--- config.mk ---
export PLATFORM = sky130hd
export DESIGN_NAME = ddfs_phase_acc
export DESIGN_NICKNAME = d
export VERILOG_FILES = /design/src/rtl/ddfs_pkg.sv /design/src/rtl/ddfs_mod_adder.sv /design/src/rtl/ddfs_phase_acc.sv
export SDC_FILE = /design/constraint.sdc
export NUM_CORES = 1
export LEC_CHECK = 0
export ABC_AREA = 1
export CAP_MARGIN = 10
export CORE_MARGIN = 4
export CORE_UTILIZATION = 45
export DETAILED_ROUTE_END_ITERATION = 8
export PLACE_DENSITY = 0.65
export SLEW_MARGIN = 20
export SYNTH_ARGS = -nofsm -noshare
export SYNTH_HDL_FRONTEND = slang
export SYNTH_SLANG_ARGS = --single-unit
--- constraint.sdc ---
create_clock -name clk -period 4.05 [get_ports clk]
set_input_delay 1.215 -clock clk [delete_from_list [all_inputs] [get_ports clk]]
set_output_delay 1.215 -clock clk [all_outputs]
set_load 0.03 [all_outputs]
--- src/rtl/ddfs_pkg.sv ---
// Shared constants and types for the DDFS phase accumulator and sine LUT.
package ddfs_pkg;

  localparam int ADDR_WIDTH = 7;
  localparam int LUT_DEPTH  = 86;
  localparam int FRAC_WIDTH = 16;
  localparam int FTW_WIDTH  = ADDR_WIDTH + FRAC_WIDTH;

  // One bit wider than the phase so a full 2**ADDR_WIDTH table still fits.
  localparam logic [FTW_WIDTH:0] PHASE_MOD = (FTW_WIDTH+1)'(LUT_DEPTH) << FRAC_WIDTH;

  typedef logic [FTW_WIDTH-1:0] phase_t;

endpackage

--- src/rtl/ddfs_mod_adder.sv ---
// Combinational modulo-MOD adder: {sum, wrapped} = (a + b) mod MOD, for a, b < MOD.
module ddfs_mod_adder #(
  parameter int         W   = ddfs_pkg::FTW_WIDTH,
  parameter logic [W:0] MOD = ddfs_pkg::PHASE_MOD
) (
  input  logic [W-1:0] a,
  input  logic [W-1:0] b,
  output logic [W-1:0] sum,
  output logic         wrapped
);

  logic [W:0] raw;

  // Both operands are below MOD, so one conditional subtraction is enough.
  always_comb begin
    raw     = {1'b0, a} + {1'b0, b};
    wrapped = (raw >= MOD);
    sum     = wrapped ? W'(raw - MOD) : W'(raw);
  end

endmodule

--- src/rtl/ddfs_phase_acc.sv ---
// Modulo phase accumulator / LUT address generator for the DDFS.
// Define DDFS_PHASE_ROUND_EN to round the address to nearest instead of truncating.
module ddfs_phase_acc #(
  parameter int ADDR_WIDTH = ddfs_pkg::ADDR_WIDTH,
  parameter int LUT_DEPTH  = ddfs_pkg::LUT_DEPTH,
  parameter int FRAC_WIDTH = ddfs_pkg::FRAC_WIDTH,
  parameter int FTW_WIDTH  = ADDR_WIDTH + FRAC_WIDTH
) (
  input  logic                  clk,
  input  logic                  rst,
  input  logic                  en,
  input  logic [FTW_WIDTH-1:0]  ftw_in,
  input  logic                  ftw_load,
  input  logic                  phase_clr,
  output logic [ADDR_WIDTH-1:0] addr,
  output logic                  addr_valid,
  output logic                  wrap
);

  localparam logic [FTW_WIDTH:0]   PHASE_MOD = (FTW_WIDTH+1)'(LUT_DEPTH) << FRAC_WIDTH;
  localparam logic [FTW_WIDTH-1:0] FTW_MAX   = FTW_WIDTH'(PHASE_MOD - 1'b1);

  logic [FTW_WIDTH-1:0]  phase_q, phase_d;
  logic [FTW_WIDTH-1:0]  ftw_q, ftw_d;
  logic [ADDR_WIDTH-1:0] addr_q, addr_d;
  logic                  addr_valid_q, addr_valid_d;
  logic                  wrap_q, wrap_d;

  logic [FTW_WIDTH-1:0]  sum;
  logic                  wrapped;
  logic [ADDR_WIDTH-1:0] addr_next;
  logic                  unused_frac_bits;

  ddfs_mod_adder #(
    .W   (FTW_WIDTH),
    .MOD (PHASE_MOD)
  ) u_mod_adder (
    .a       (phase_q),
    .b       (ftw_q),
    .sum     (sum),
    .wrapped (wrapped)
  );

  assign unused_frac_bits = ^sum[FRAC_WIDTH-1:0];

`ifdef DDFS_PHASE_ROUND_EN
  logic [ADDR_WIDTH:0] addr_rnd;

  // Rounding past the last entry folds to 0 without signalling a wrap.
  always_comb begin
    addr_rnd  = {1'b0, sum[FTW_WIDTH-1:FRAC_WIDTH]} + (ADDR_WIDTH+1)'(sum[FRAC_WIDTH-1]);
    addr_next = (addr_rnd == (ADDR_WIDTH+1)'(LUT_DEPTH)) ? '0 : addr_rnd[ADDR_WIDTH-1:0];
  end
`else
  assign addr_next = sum[FTW_WIDTH-1:FRAC_WIDTH];
`endif

  // NOTE: every always_comb output gets a default first so no path leaves it unassigned (no latch).
  always_comb begin
    ftw_d        = ftw_q;
    phase_d      = phase_q;
    addr_d       = addr_q;
    wrap_d       = 1'b0;
    addr_valid_d = en;

    if (ftw_load) begin
      ftw_d = ({1'b0, ftw_in} >= PHASE_MOD) ? FTW_MAX : ftw_in;
    end

    if (phase_clr) begin
      phase_d = '0;
      addr_d  = '0;
    end else if (en) begin
      phase_d = sum;
      addr_d  = addr_next;
      wrap_d  = wrapped;
    end
  end

  // NOTE: state is updated with non-blocking assignments so all flops sample pre-edge values.
  always_ff @(posedge clk) begin
    if (rst) begin
      phase_q      <= '0;
      ftw_q        <= '0;
      addr_q       <= '0;
      addr_valid_q <= 1'b0;
      wrap_q       <= 1'b0;
    end else begin
      phase_q      <= phase_d;
      ftw_q        <= ftw_d;
      addr_q       <= addr_d;
      addr_valid_q <= addr_valid_d;
      wrap_q       <= wrap_d;
    end
  end

  assign addr       = addr_q;
  assign addr_valid = addr_valid_q;
  assign wrap       = wrap_q;

endmodule

Yosys cells after proc, flatten, opt, wreduce, memory -nomap -nowiden
Cells that the tools add are included. W data, S select, Z words.

$add $sub $neg: 2. $lt $le $gt $ge: 2. Multiplexer cells: 2. Bitwise operators: 1. Reduce and logical (&&, ||, !) cells: 2.

Operator list (number): $mux W23 (2); $add A23 B23 Y24 (1); $ge A24 B23 Y1 const B (1); $ge A23 B23 Y1 const B (1); $sub A23 B23 Y23 const B (1); $reduce_or A3 Y1 (1); $reduce_or A2 Y1 (1); $not A1 Y1 (1).

Register bits: 55. Input bits: 28. Output and inout bits: 9.

Logic depth before layout (Yosys ltp)
Word-level depth: 3. Depth in mapped cells: 19. Depth with buffers taken out: 19.

By module
A second synthesis with hierarchy kept.

Cells, all modules: 614. Area, all modules: 3882.5 um2.

Modules (own cells, without submodules): ddfs_phase_acc (instances 1, cells an instance 262, area each 1996.9 um2, seq. area each 960.9 um2); ddfs_mod_adder (instances 1, cells an instance 352, area each 1885.6 um2, seq. area each 0.0 um2).

Least setup slack after synthesis
No wires, ideal clock.

Path kind: reg2reg. Start point: register phase_q[0]. End point: register phase_q[18]. Setup time: 66 ps. Data arrival time: 2096 ps. Required time: 3984 ps. Path slack: 1888 ps. Cell stages (with the launch flop): 19. Buffers on the path: 0. Cell sequence: dfxtp_1 ha_1 inv_1 fa_1 inv_1 nand3_1 nand3_1 nand3_1 nand3_1 nand2_1 nand2_2 nand2_1 nor2_2 nand2_4 nand2_4 nand2_1 nand2_1 nand2_1 a21oi_2.

Longest elaborated chain between the ends: 3. Elaborated cells between the ends (all ways): 4. Those cells by class: add/sub: 2; order compare: 1; mux: 1.

Ends and longest elaborated chain: from (decl) (line ddfs_phase_acc.sv:23) `logic [FTW_WIDTH-1:0] phase_q, phase_d;`; from (signal assigned) (line ddfs_phase_acc.sv:89) `phase_q <= phase_d;`; $add A23 B23 Y24 (*) (line ddfs_mod_adder.sv:16) `raw = {1'b0, a} + {1'b0, b};`; $sub A23 B23 Y23 / $ge A24 B23 Y1 (equally long branches) (line ddfs_mod_adder.sv:18, ddfs_mod_adder.sv:17); $mux W23 (*) (line ddfs_mod_adder.sv:18) `sum = wrapped ? W'(raw - MOD) : W'(raw);`.

Mark *: on every way between the ends. The rest lies on a longest branch, timed or not. A chain may end at the register's enable or synchronous reset.

Worst setup path in the final report
Start point: register ftw_q[0]. End point: register phase_q[19].

Longest elaborated chain between the ends: 3. Elaborated cells between the ends (all ways): 4. Those cells by class: add/sub: 2; order compare: 1; mux: 1.

Ends and longest elaborated chain: from (decl) (line ddfs_phase_acc.sv:24) `logic [FTW_WIDTH-1:0] ftw_q, ftw_d;`; from (signal assigned) (line ddfs_phase_acc.sv:90) `ftw_q <= ftw_d;`; $add A23 B23 Y24 (*) (line ddfs_mod_adder.sv:16); $sub A23 B23 Y23 / $ge A24 B23 Y1 (equally long branches) (line ddfs_mod_adder.sv:18, ddfs_mod_adder.sv:17); $mux W23 (*) (line ddfs_mod_adder.sv:18).

Marked as above.

==> results.md <==
| Stage | Metric | Value |
|---|---|---|
| outcome | Outcome | finished, final reports clean |
| worst setup path | Arrival time of data at the critical path endpoint | 2.91 ns |
| grt | Global-route usage over all layers | 0.191 |
| sta | Final setup violation count | 0 |
| synth | Most instantiated flip-flop cell in the synthesis netlist | sky130_fd_sc_hd__dfxtp_1 |
| floorplanning | Horizontal die dimension | 98.6 um |
| placement | Minimum setup slack after placement | 1.16 ns |
| synth | Post-synthesis mux area share | 0 |
| drt | Via density per instance | 4.97 |
| drt | Final routed wire length divided by cell count | 12.6 um |
| grt | Antenna violations before repair | 0 |
| worst setup path | Max Fanout on Critical Path | 6 |
| cts | Total setup buffers inserted after CTS | 0 |
| synth | Async set-reset flop share out of synthesis | 0 |
| drt | Number of remaining DRC errors | 0 |
| synth | Adder-Cell Fraction of Synth Area | 0.0834 |
| synth | Post-synthesis average cell area | 6.08 um^2 |
| synth | Synth warn | 0 |
| sta | Relative slew slack | 0.525 |
| final layout | Layout area overhead | 13.2% |
| sta | Final worst slack | 1.37 ns |
| cts | # H-tree levels | 2 |
| final layout | Share of final-layout standard cells stronger than drive strength 1 | 0.0586 |
| placement | Port buffer count | 36 |
| sta | Total count of hold-check failures in the final report | 0 |
| power and ir drop | Static power due to leakage | 2.34 nW |
| sta | Final setup skew | 0.00708 ns |
| placement | Final weighted congestion in routability-driven placement | 0.877 |
| worst setup path | Cells traversed along the worst timing path | ha_1 > inv_1 > fa_1 > inv_1 > nand2_1 > nand3_1 > nand2_1 > nand4_1 > nand2_1 > a21oi_4 > nand2_4 > nand3_1 > nand3_1 > a21oi_1 |
| worst setup path | Maximum cell stage delay along the critical path | 0.40 ns |
| synth | Total of flip-flops plus latches after synthesis | 48 |
| synth | Portion of the post-synthesis area used by sequential elements | 0.260 |
| power and ir drop | PD cells | 264 nW/um^2 |
| drt | Sum of routed wire length over all layers | 9.23 mm |
| sta | Fraction of the cycle the final worst path needs | 0.662 |
| cts | # clock sinks | 48 |
| sta | Number of pins with negative max-slew slack in the final report | 0 |
| floorplanning | Vert. Die Dim | 98.6 um |
| synth | Gate count after technology mapping | 607 |
| cts | Buffers from clock root to sink, at most | 2 |
| floorplanning | Row count | 32 |
| sta | Min Clock Period, post-route | 2.68 ns |
| grt | Global route overflow | 0 |
| synth | Post-synthesis cell type with the largest combined area | sky130_fd_sc_hd__dfxtp_1 |
| synth | Cell area after technology mapping | 3690 um^2 |
| power and ir drop | Total Power Consumption | 0.00111 W |
| drt | Number of routed nets with antenna violations | 0 |
| cts | Gates resized, CTS repair | 0 |
| cts | CTS hold repair buffers | 0 |
| power and ir drop | Largest vdd supply drop | 0.219 mV |
| sta | TNS Setup | 0 ns |
| synth | Post-Synth Simple-Gate Area | 0.351 |
| drt | Number of vias in the routed layout | 3,646 |
| sta | Setup repair after global routing missed its margin | false |
| cts | Skew-Pair Late Insertion Delay | 0.30 ns |
| synth | Number of enable-type register cells in the synthesized netlist | 0 |
| synth | Synth Area in XOR/XNOR | 0.0380 |
| run | Total of max-cap violations | 0 |
| synth | Cells taking the most area after synthesis | sky130_fd_sc_hd__dfxtp_1, sky130_fd_sc_hd__nand2_1, sky130_fd_sc_hd__inv_1 |
| floorplanning | Initial cell density of the core | 0.471 |
| final layout | Layout net count | 682 |
| sta | Slew @ Worst Pin | 0.712 ns |
| worst setup path | Endpoint class of the critical path | register |
| drt | DRC violation total after the first TritonRoute iteration | 156 |
| cts | Total clock buffers created by CTS | 5 |
| cts | TritonCTS clock tree | built |
| worst setup path | Critical path start-end classification | reg -> reg |
| final layout | Number of filler instances in the final layout | 839 |
| final layout | Commonest cells after routing, fill and taps aside | sky130_fd_sc_hd__nand2_1, sky130_fd_sc_hd__inv_1, sky130_fd_sc_hd__nor2_1 |
| synth | Largest family of logic cells by synthesized area | simple AND/OR/NAND/NOR gates |
| worst setup path | Required time at the endpoint of the critical path | 4.28 ns |
| synth | Synthesized net count | 659 |
| floorplanning | Std-Cell Core Area | 7850 um^2 |
| worst setup path | Slowest stage cell on the critical path | sky130_fd_sc_hd__fa_1 |
| cts | Clock transition at the registers of the reported paths | 0.09 ns |
| synth | Count of distinct cell types in the synthesized netlist | 32 |
| final layout | ANT cells | 0 |
| final layout | Util after Layout | 0.533 |
| grt | Largest net degree at the start of global routing | 28 |
| final layout | Commonest non-fill, non-tap cell in the layout | sky130_fd_sc_hd__nand2_1 |
| grt | Wire length of the first global-routing pass | 15.4 mm |
| cts | CTS Root Buffer Type | sky130_fd_sc_hd__clkbuf_8 |
| synth | Compound-Gate Fraction of Synth Area | 0.122 |
| sta | Max Freq | 373 MHz |
| worst setup path | CP Launch Type | register |
| grt | Number of global-route vias before repair | 3,407 |
| floorplanning | Die Footprint | 9720 um^2 |
| placement | Placed wire-length estimate | 7.37 mm |
| floorplanning | Num ports | 37 |
| drt | TritonRoute pass-1 iters | 4 |
| synth | Top cell type's share of synthesized area | 0.260 |
| worst hold path | Hold/Removal Path Class | reg -> reg |
## registers in the layout (all words and copies together), names as in the netlist
signal      cells
ftw_q          23
addr_valid      1
wrap            1
phase_q        23
## layout make-up
cell class | instances | area (um^2) | area share
multi-input cells | 424 | 2200 | 0.525
flip-flops and latches | 48 | 961 | 0.230
inverters | 112 | 420 | 0.101
repair buffers | 39 | 383 | 0.0916
well taps | 102 | 128 | 0.0305
clock buffers | 7 | 86.3 | 0.0206
clock inverters | 1 | 7.51 | 0.00180
## cells in the mapped netlist, types with 5 or more instances
library cell               number
sky130_fd_sc_hd__a21oi_1       25
sky130_fd_sc_hd__buf_4          7
sky130_fd_sc_hd__clkbuf_1      13
sky130_fd_sc_hd__dfxtp_1       48
sky130_fd_sc_hd__ha_1          23
sky130_fd_sc_hd__inv_1        107
sky130_fd_sc_hd__inv_2          5
sky130_fd_sc_hd__nand2_1      174
sky130_fd_sc_hd__nand2_2        7
sky130_fd_sc_hd__nand3_1       32
sky130_fd_sc_hd__nand4_1        7
sky130_fd_sc_hd__nor2_1        74
sky130_fd_sc_hd__nor2_2         7
sky130_fd_sc_hd__o211ai_1      17
sky130_fd_sc_hd__o21ai_0       20
sky130_fd_sc_hd__xnor2_1        6
sky130_fd_sc_hd__xor2_1        10
## final timing paths
check | startpoint | to | slack (ns) | cells past startpoint
max | ftw_q[0]$_SDFFE_PP0P_ | phase_q[19]$_SDFFE_PP0P_ | 1.37 | 14
min | phase_q[0]$_SDFFE_PP0P_ | phase_q[0]$_SDFFE_PP0P_ | 0.49 | 2
max reg2reg | ftw_q[0]$_SDFFE_PP0P_ | phase_q[19]$_SDFFE_PP0P_ | 1.37 | 14
min reg2reg | phase_q[0]$_SDFFE_PP0P_ | phase_q[0]$_SDFFE_PP0P_ | 0.49 | 2
## where the power goes
part / internal [W] / switching [W] / total [W]
registers: 0.000499 / 0.0000219 / 0.000521
clock network: 0.000139 / 0.000165 / 0.000304
logic: 0.000112 / 0.000168 / 0.000280
## worst max-delay path, delay by kind of cell (launching register included)
family	cells	cell delay (ns)
AND/OR/NAND/NOR	8	0.98
adder cells (fa/ha/maj)	2	0.62
AO/OA/AOI/OAI	2	0.44
flip-flops	1	0.37
buffers and inverters	2	0.20
## layer usage
metal	wire, um	GRT usage	share of wire	up-vias
met1	4600	0.268	0.50	1651
met4	105	0.0483	0.011	0
met2	4090	0.310	0.44	72
met5	0	0	0	-
li1	-	-	-	1914
met3	435	0.0262	0.047	9
## kinds of logic after synthesis
group	Yosys count
and+or+nand+nor	310
buffers and inverters	135
xor gates and xnor gates	16
DFF	48
AOI/OAI and AO/OA	74
adders and majority gates	24
## stage by stage
stage | cells | hold slack (ns) | instance area (um^2)
after floorplan | 607 | 0.443 | 3690
after global placement | 725 | 0.456 | 4090
after detailed placement | 725 | 0.472 | 4090
after global routing | 733 | 0.529 | 4180
after CTS | 733 | 0.489 | 4180
final | 733 | 0.490 | 4180
Power figures use the tool's default switching activity.
